## config.mk

```make
export PLATFORM = sky130hd
export DESIGN_NAME = bus_arbiter_4
export DESIGN_NICKNAME = d
export VERILOG_FILES = /design/src/rtl/bus_arbiter_4.sv
export SDC_FILE = /design/constraint.sdc
export NUM_CORES = 1
export LEC_CHECK = 0
export CORE_UTILIZATION = 49
export CTS_BUF_LIST = sky130_fd_sc_hd__clkbuf_2
export DETAILED_ROUTE_END_ITERATION = 10
export GPL_ROUTABILITY_DRIVEN = 0
export PLACE_DENSITY = 0.88
export RECOVER_POWER = 25
export SYNTH_ARGS = -nofsm -noshare
export SYNTH_HDL_FRONTEND = slang
export SYNTH_SLANG_ARGS = --single-unit
```

## constraint.sdc

```tcl
create_clock -name clk -period 1.6 [get_ports clk]
set_input_delay 0.48 -clock clk [delete_from_list [all_inputs] [get_ports clk]]
set_output_delay 0.48 -clock clk [all_outputs]
set_load 0.02 [all_outputs]
```

## src/rtl/bus_arbiter_4.sv

```systemverilog
// Round-robin arbiter/sequencer sharing one downstream bus port among four requesters,
// with valid/ready handshake, per-requester ack/err pulses and a stall timeout.
module bus_arbiter_4 #(
    parameter int TIMEOUT = 255,
    parameter int TO_W    = 8
) (
    input  logic       clk,
    input  logic       rst,
    input  logic [3:0] req,
    input  logic       bus_ready,
    output logic [1:0] sel,
    output logic [3:0] grant,
    output logic       bus_valid,
    output logic [3:0] ack,
    output logic [3:0] err,
    output logic       busy
);

    typedef enum logic [1:0] {
        ST_IDLE = 2'd0,
        ST_BUSY = 2'd1,
        ST_DONE = 2'd2
    } state_t;

    // Counter value seen during the last BUSY cycle allowed before abort.
    localparam logic [TO_W-1:0] TO_LAST = TO_W'((TIMEOUT == 0) ? 0 : TIMEOUT - 1);

    state_t          state;
    logic [1:0]      ptr;
    logic [TO_W-1:0] count;
    logic [1:0]      winner;

    // First asserted request in the order ptr, ptr+1, ptr+2, ptr+3 (mod 4).
    function automatic logic [1:0] rr_pick(input logic [3:0] r, input logic [1:0] p);
        logic [1:0] pick;
        logic [1:0] idx;
        pick = p;
        for (int k = 3; k >= 0; k--) begin
            idx = p + 2'(k);
            if (r[idx]) begin
                pick = idx;
            end
        end
        return pick;
    endfunction

    always_comb begin
        winner = rr_pick(req, ptr);
    end

    always_ff @(posedge clk or posedge rst) begin
        if (rst) begin
            state     <= ST_IDLE;
            ptr       <= 2'd0;
            count     <= '0;
            sel       <= 2'd0;
            grant     <= 4'd0;
            bus_valid <= 1'b0;
            ack       <= 4'd0;
            err       <= 4'd0;
            busy      <= 1'b0;
        end else begin
            case (state)
                ST_IDLE: begin
                    ack <= 4'd0;
                    err <= 4'd0;
                    if (|req) begin
                        sel       <= winner;
                        grant     <= 4'b0001 << winner;
                        bus_valid <= 1'b1;
                        busy      <= 1'b1;
                        count     <= '0;
                        state     <= ST_BUSY;
                    end
                end
                ST_BUSY: begin
                    // bus_ready wins over an expiring timeout in the same cycle.
                    if (bus_ready) begin
                        ack       <= grant;
                        bus_valid <= 1'b0;
                        ptr       <= sel + 2'd1;
                        state     <= ST_DONE;
                    end else if ((TIMEOUT != 0) && (count == TO_LAST)) begin
                        err       <= grant;
                        bus_valid <= 1'b0;
                        ptr       <= sel + 2'd1;
                        state     <= ST_DONE;
                    end else begin
                        count <= count + 1'b1;
                    end
                end
                ST_DONE: begin
                    ack   <= 4'd0;
                    err   <= 4'd0;
                    grant <= 4'd0;
                    busy  <= 1'b0;
                    state <= ST_IDLE;
                end
                default: begin
                    state <= ST_IDLE;
                end
            endcase
        end
    end

endmodule

```

# ---- Word-level counts from Yosys, hierarchy flattened
# Cells that the tools add are included.
dict set report op_classes {
  div_mod_pow 0
  n_eq_ne 9
  reduce_logical 15
  n_mul 0
  muxes 34
  addsub 5
  n_lt_le_gt_ge 4
  bitwise 0
  n_shift 1
}
# operator count
set op_table {}
lappend op_table {{$mux W8} 3}
lappend op_table {{$pmux W4 S2} 3}
lappend op_table {{$mux W2} 9}
lappend op_table {{$mux W4} 4}
lappend op_table {{$pmux W8 S2} 1}
lappend op_table {{$lt A2 B3 Y1 const B} 4}
lappend op_table {{$ne A2 B2 Y1 const B} 5}
lappend op_table {{$reduce_and A2 Y1} 5}
lappend op_table {{$add A8 B1 Y8 const B} 1}
lappend op_table {{$bmux W1 S2} 4}
lappend op_table {{$eq A8 B8 Y1 const B} 1}
lappend op_table {{$reduce_bool A2 Y1} 4}
lappend op_table {{$mux W1} 7}
lappend op_table {{$reduce_and A3 Y1} 2}
lappend op_table {{$add A2 B1 Y2 const B} 2}
lappend op_table {{$add A2 B2 Y2 const B} 2}
lappend op_table {{$pmux W1 S2} 2}
lappend op_table {{$pmux W2 S2} 1}
lappend op_table {{$reduce_and A4 Y1} 1}
lappend op_table {{$reduce_or A4 Y1} 1}
lappend op_table {{$shl A1 B2 Y4 const A} 1}
lappend op_table {{$ne A3 B3 Y1 const B} 1}
lappend op_table {{$eq A2 B1 Y1 const B} 1}
lappend op_table {{$eq A2 B2 Y1 const B} 1}
lappend op_table {{2 further kinds} 2}
dict set report word_totals {
  rom_bits 0
  output_inout_bits 16
  register_bits 28
  wordCells 77
  memories 0
  ramBits 0
  input_bits 7
  latchBits 0
}

# ---- Depth between registers and ports, before layout
dict set report logic_depth {
  ltp_word 10
  depth_mapped 7
  mapped_depth_nobuf 6
}

# ---- Worst setup path after synthesis
# No wires, ideal clock.
dict set report synth_timing {
  path_type {reg-to-reg}
  start {register count[0]}
  end {register count[5]}
  stages_incl_launch_ff 8
  path_buffers 1
  synth_period_minus_slack_ns 1.774
  path_slack_ns -0.174
  required_ns 1.471
  t_arrival_ns 1.645
  setup_time_ns 0.129
  path_cell_list {dfrtp_1 > inv_1 > ha_1 > and3_1 > a211o_1 > buf_2 > o311ai_1 > nand2_1}
}
dict set report synth_between {
  elab_chain_len 4
  elab_cells_between_ends 7
  cone_classes {add/sub (1); eq/ne (2); mux (3); reduce/logical (1)}
}
# element line_no
set synth_rtl {}
lappend synth_rtl {{start: declaration} 30} ;# logic [TO_W-1:0] count;
lappend synth_rtl {{start signal: assignment} 89} ;# count <= count + 1'b1;
lappend synth_rtl {{$add A8 B1 Y8} 89}
lappend synth_rtl {{$mux W8} 83} ;# end else if ((TIMEOUT != 0) && (count == TO_LAST)) begin
lappend synth_rtl {{$mux W8} 78} ;# if (bus_ready) begin
lappend synth_rtl {{$pmux W8 S2} 63} ;# case (state)
# Parallel ways exist; a longest one is shown, timed or not. The select of a mux whose other input is x is not followed.
# A chain may end at the register's enable or synchronous reset.

# ---- Worst setup path in the final report
dict set report layout_timing {
  start {register count[0]}
  end {register count[7]}
}
# Same word-level chain as after synthesis.

==> qor.yml <==
status:
  outcome: "finished with violations"
  violations: "negative setup slack"
timing:
  finClkSkew_ns: 0.0184
  slew_violations: 0
  maxSlewHeadroom: 0.544
  fmax_ghz: 0.578
  worst_pin_slew_ns: 0.684
  setup_viol: 5
  final-hold-violation-count: 0
  final.min_clock_period_ns: 1.73
  rsz0062_at_grt: "yes"
  post-route-period-util: 1.08
  fin_ws_ns: -0.131
clock_tree:
  cts.sinks: 28
  cts_buffers: 3
  ctsLongestPathBuffers: 2
  clkTransAtPathRegs_ns: 0.24
  cts_max_level: 1
  clock_latency_ns: 0.37
  cts_tree: "done"
  root_buffer: "clkbuf_2"
floorplan:
  rows: 18
  start_util: 0.535
  io_pins: 23
  dieArea_um2: 3020
  core_um2: 2570
  fp.dieW_um: 55.0
  die_y_um: 55.0
synthesis:
  ys_ff_latch: 28
  synth-edff-count: 0
  synth_area_um2: 1370
  synth_fp_nets: 144
  yosysUniqueCellTypes: 38
  muxShareOfSynthArea: 0.0455
  synth-compound-area-share: 0.174
  synth.avg_cell_area_um2: 10.2
  ys.flop_type: "dfrtp_1"
  synth-simple-area-share: 0.216
  synth_adder_area_share: 0.0182
  yosysWarningCount: 0
  ys_seq_area_frac: 0.510
  async_flop_share: 1.00
  syn_inst: 135
  synth_top_family_by_area: "simple AND/OR/NAND/NOR gates"
  synthXorXnorAreaFrac: 0.0128
critical_path:
  cp_slowest_stage_delay_ns: 0.48
  arrival_ns: 2.05
  crit_slowest_cell: "or4b_4"
  critPathKind: "reg2reg"
  crit_buf_inv: 1
  cp_top_family: "simple AND/OR/NAND/NOR gates"
  cp-start-kind: "register"
  path_cells: "inv_1, ha_2, and3_4, a211o_4, or4b_4, nand2_1"
  end_kind: "register"
  crit_fanout: 8
  cp.required_ns: 1.92
layout:
  mostFrequentLayoutCell: "buf_4"
  fin_nets: 211
  syn2layout_area_growth_pct: 43.3
  seq_area_um2: 702
  final_cell_mix: "buf_4, dfrtp_1, nand2_1, clkbuf_2, nor2_1"
  multi_input_area_um2: 739
  fillCellCount: 168
  drive_above_1_share: 0.393
  stdcell_count: 231
  antennaDiodeCount: 0
job:
  cap_violations: 0
placement:
  io_buffers: 22
  dpl.cell_count: 213
  dp_hpwl_um: 2590
  pre_cts_ws_ns: -0.691
hold_path:
  hold_class: "reg2reg"
drt:
  vias: 1356
  wirelength_um: 3730
  drt_iter0_markers: 36
  antenna_left: 0
  firstDrtPassIters: 4
  drcViolationCount: 0
  viasPerCell: 5.87
  avgRoutedWirePerCell_um: 16.1
grt:
  overflow: 0
  antenna_found_initial: 0
  grt_pass1_wl_um: 5770
  grt_max_degree: 29
  grt_pass1_vias: 1296
  track_usage: 0.277
pwr:
  power.total_uw: 2760
  ir_drop_uv: 1330
  power_density_nw_per_um2: 1400
  p_leak_uw: 0.000980
[per-layer routing]
layer  wire length [um]  track usage  vias up
li1                   -            -      627
met3                189       0.0328       12
met2               1960        0.506       52
met1               1490        0.329      665
met4                 89        0.104        0
met5                  0            0        -
[worst register-to-register path, cell delays in order, from the launching register on]
cell and delay (ns):
dfrtp_1 0.41, inv_1 0.05, ha_2 0.18, and3_4 0.15
a211o_4 0.36, or4b_4 0.48, nand2_1 0.07
[synthesized netlist by cell type, drive strengths merged, types with 3 or more instances]
library cell / n / share of area
a21o: 3 / 0.016
a21oi: 7 / 0.025
dfrtp: 28 / 0.51
inv: 5 / 0.014
mux2i: 4 / 0.029
nand2: 20 / 0.055
nand2b: 4 / 0.024
nand3: 6 / 0.022
nor2: 12 / 0.033
o211ai: 3 / 0.016
o21ai: 5 / 0.018
o31ai: 3 / 0.016
or4: 3 / 0.016
[logic make-up after synthesis]
kind of cell / Yosys count
AOI/OAI and AO/OA: 33
xor gates and xnor gates: 2
adders and majority gates: 2
buffers and inverters: 8
DFF: 28
muxes: 6
and+or+nand+nor: 56
[layout make-up]
cell class | count | share of cell area
timing repair buffer | 64 | 0.228
tap | 30 | 0.0191
sequential | 28 | 0.357
multi-input combinational | 99 | 0.376
clock buffer | 3 | 0.00763
inverter | 6 | 0.0114
clock inverter | 1 | 0.00191
[flip-flops by register name (all words and copies together) (netlist names)]
signal	flops
state	2
ack	4
count	8
grant	4
sel	2
err	4
busy	1
ptr	2
bus_valid	1
[power by group]
part	total [uW]	internal, uW	leakage [uW]	switching [uW]
Sequential	1060	880	0.000366	182
Clock	265	54.2	0.0000140	211
Combinational	1440	655	0.000600	781
Total	2760	1590	0.000980	1170
[through the flow]
step	area (um2)	hold slack (ns)	TNS, ns	util
floorplan	1390	0.507	-0.206	-
finish	1970	0.549	-0.450	0.767
detailed placement	1840	0.510	-9.23	0.716
CTS	2010	0.441	-0.513	0.782
global route	1970	0.578	-0.934	0.767
global placement	1840	0.501	-7.75	0.716
[timing repair]
item / CTS / global route
pin swaps: 7 / 4
gates resized for setup: 44 / 25
hold buffers: 0 / 0
setup buffers: 13 / 1
setup endpoints to repair: 30 / 31
[final timing paths]
check / from / end / slack (ns) / cells past startpoint
max in group asynchronous: rst / state[0]$_DFFE_PP0P_ / 0.44 / 3
worst min register to register: ack[1]$_DFFE_PP0P_ / ack[1]$_DFFE_PP0P_ / 0.55 / 2
worst max register to register: count[0]$_DFFE_PP0P_ / count[7]$_DFFE_PP0P_ / -0.13 / 6
min in group asynchronous: rst / grant[2]$_DFFE_PP0P_ / 0.68 / 3
worst min-delay path: ack[1]$_DFFE_PP0P_ / ack[1]$_DFFE_PP0P_ / 0.55 / 2
worst max-delay path: count[0]$_DFFE_PP0P_ / count[7]$_DFFE_PP0P_ / -0.13 / 6
No activity file was read; power rests on OpenSTA's default activity.
==> RTL change, RTL diff (config.mk and constraints unchanged) <==
Change the parameter `TO_W` from 8 to 12.
--- a/src/rtl/bus_arbiter_4.sv
+++ b/src/rtl/bus_arbiter_4.sv
@@ -3,5 +3,5 @@
 module bus_arbiter_4 #(
     parameter int TIMEOUT = 255,
-    parameter int TO_W    = 8
+    parameter int TO_W    = 12
 ) (
     input  logic       clk,
Check against the original RTL: same outputs for any inputs over 10 cycles, from zero or initial values and one cycle with rst high; that may be too few to reach the edited logic, so the function may still have changed.
==> RTL change against the original RTL <==
Cell area increased by 22%. Largest cell class unchanged. Critical path depth decreased by 2. Critical path type unchanged. Power increased by 12%. Critical endpoint is now count[6]. Worst setup slack got worse by 170 ps. The run still ends with negative setup slack left. Core utilization about the same. Area after synthesis increased by 20%. Sequential power increased by 5%. Sequential cell count increased by 4. Wire length increased by 39%. Largest power group unchanged. Clock skew increased by 4.5 ps. Die area increased by 19%.
==> RTL change: results (changes against the original RTL) <==
post-synthesis mux area share: 0.0372 (-0.00833)
post-synthesis adder-cell area fraction: 0.0152 (-0.00303)
FF-to-FF path depth: 4 (-2)
status: finished with violations
vias per std cell: 6.20 (+5.7%)
Setup TNS: -3970 ps (-3520 ps)
syn_area_per_cell: 9.69 µm² (-4.7%)
top post-synthesis cells by area: dfrtp_1, nand2_1, nand3_1
violated checks: negative setup slack
sequential area share after synthesis: 0.486 (-0.0241)
CTS Buf Count: 5 (+2)
clock-pin slew on the worst setup and hold paths: 170 ps (-70 ps)
peak supply drop: 0.908 mV (-32%)
Leakage Power: 1.10 nW (+13%)
total track usage: 0.282 (+0.00498)
reg2reg setup slack: -300 ps (-170 ps)
final setup fails: 18 (+13)
largest net degree at the start of global routing: 33 (+14%)
CP max FO: 5 (-3)
Placement Setup Slack: -626 ps (+65.2 ps)
post-synth net total: 179 (+24%)
DP HPWL: 3.14 mm (+21%)
placed insts: 261 (+23%)
Compound-Gate Fraction of Synth Area: 0.175 (+0.000687)
first-pass GRT wire length: 7.42 mm (+29%)
DR iter-0 viols: 185 (+410%)
Largest register FFs: 12 (+4)
Synth Area in XOR/XNOR: 0.0106 (-0.00212)
H-tree depth: 2 (+1)
drt wl/cell: 18.6 µm (+15%)
fin worst setup slack: -303 ps (-173 ps)
Slew @ Worst Pin: 781 ps (+96.2 ps)
fin nets: 243 (+15%)
clk_lat worst skew: 390 ps (+20 ps)
hold_ws: 513 ps (-35.9 ps)
Largest stage delay, worst path: 590 ps (+110 ps)
layout cells sized above 1: 0.366 (-0.0271)
-- RTL change: area by class of cell --
type / instances / area share
multi-input combinational: 124 / 0.403
clock inverter: 1 / 0.00157
clock buffer: 7 / 0.0146
timing repair buffer: 62 / 0.210
sequential: 32 / 0.334
tap: 44 / 0.0230
inverter: 9 / 0.0141
-- RTL change: path summary, 6_finish.rpt --
kind / endpoint / startpoint
setup / recovery: count[6] / count[11]
hold / removal: busy / busy
setup reg to reg: count[6] / count[11]
hold reg to reg: busy / busy
max in group asynchronous: ack[0] / rst
min in group asynchronous: sel[0] / rst
-- RTL change: tightest hold or removal path, cell delays in order, from the launching register on --
cell	delay, ps
dfrtp_1	390
nand2_1	50
nand2_1	50
-- RTL change: per-layer routing --
layer,track usage,wire length (µm),vias up
li1,-,-,750
met1,0.353,1980,822
met2,0.457,2520,117
met3,0.0671,441,42
met4,0.130,236,0
met5,0,0,-
-- RTL change: repair_timing --
item / 4_1_cts / 5_1_grt
buffers inserted: 3 / 5
endpoints found under the setup margin: 43 / 39
gates resized for setup: 40 / 46
pin swaps: 5 / 7
cloned: 1 / 1
-- RTL change: cells by family (layout without fill, tap and decap cells) --
kind of cell,after synthesis,in the layout
xor gates and xnor gates,2,2
DFF,32,32
and+or+nand+nor,72,73
AOI/OAI and AO/OA,41,41
muxes,6,6
buffers and inverters,15,79
adders and majority gates,2,2
-- RTL change: power breakdown --
group          total [mW]  internal, mW  switching, mW
clock               0.399         0.117          0.282
sequential           1.11         0.984          0.131
combinational        1.58         0.706          0.870
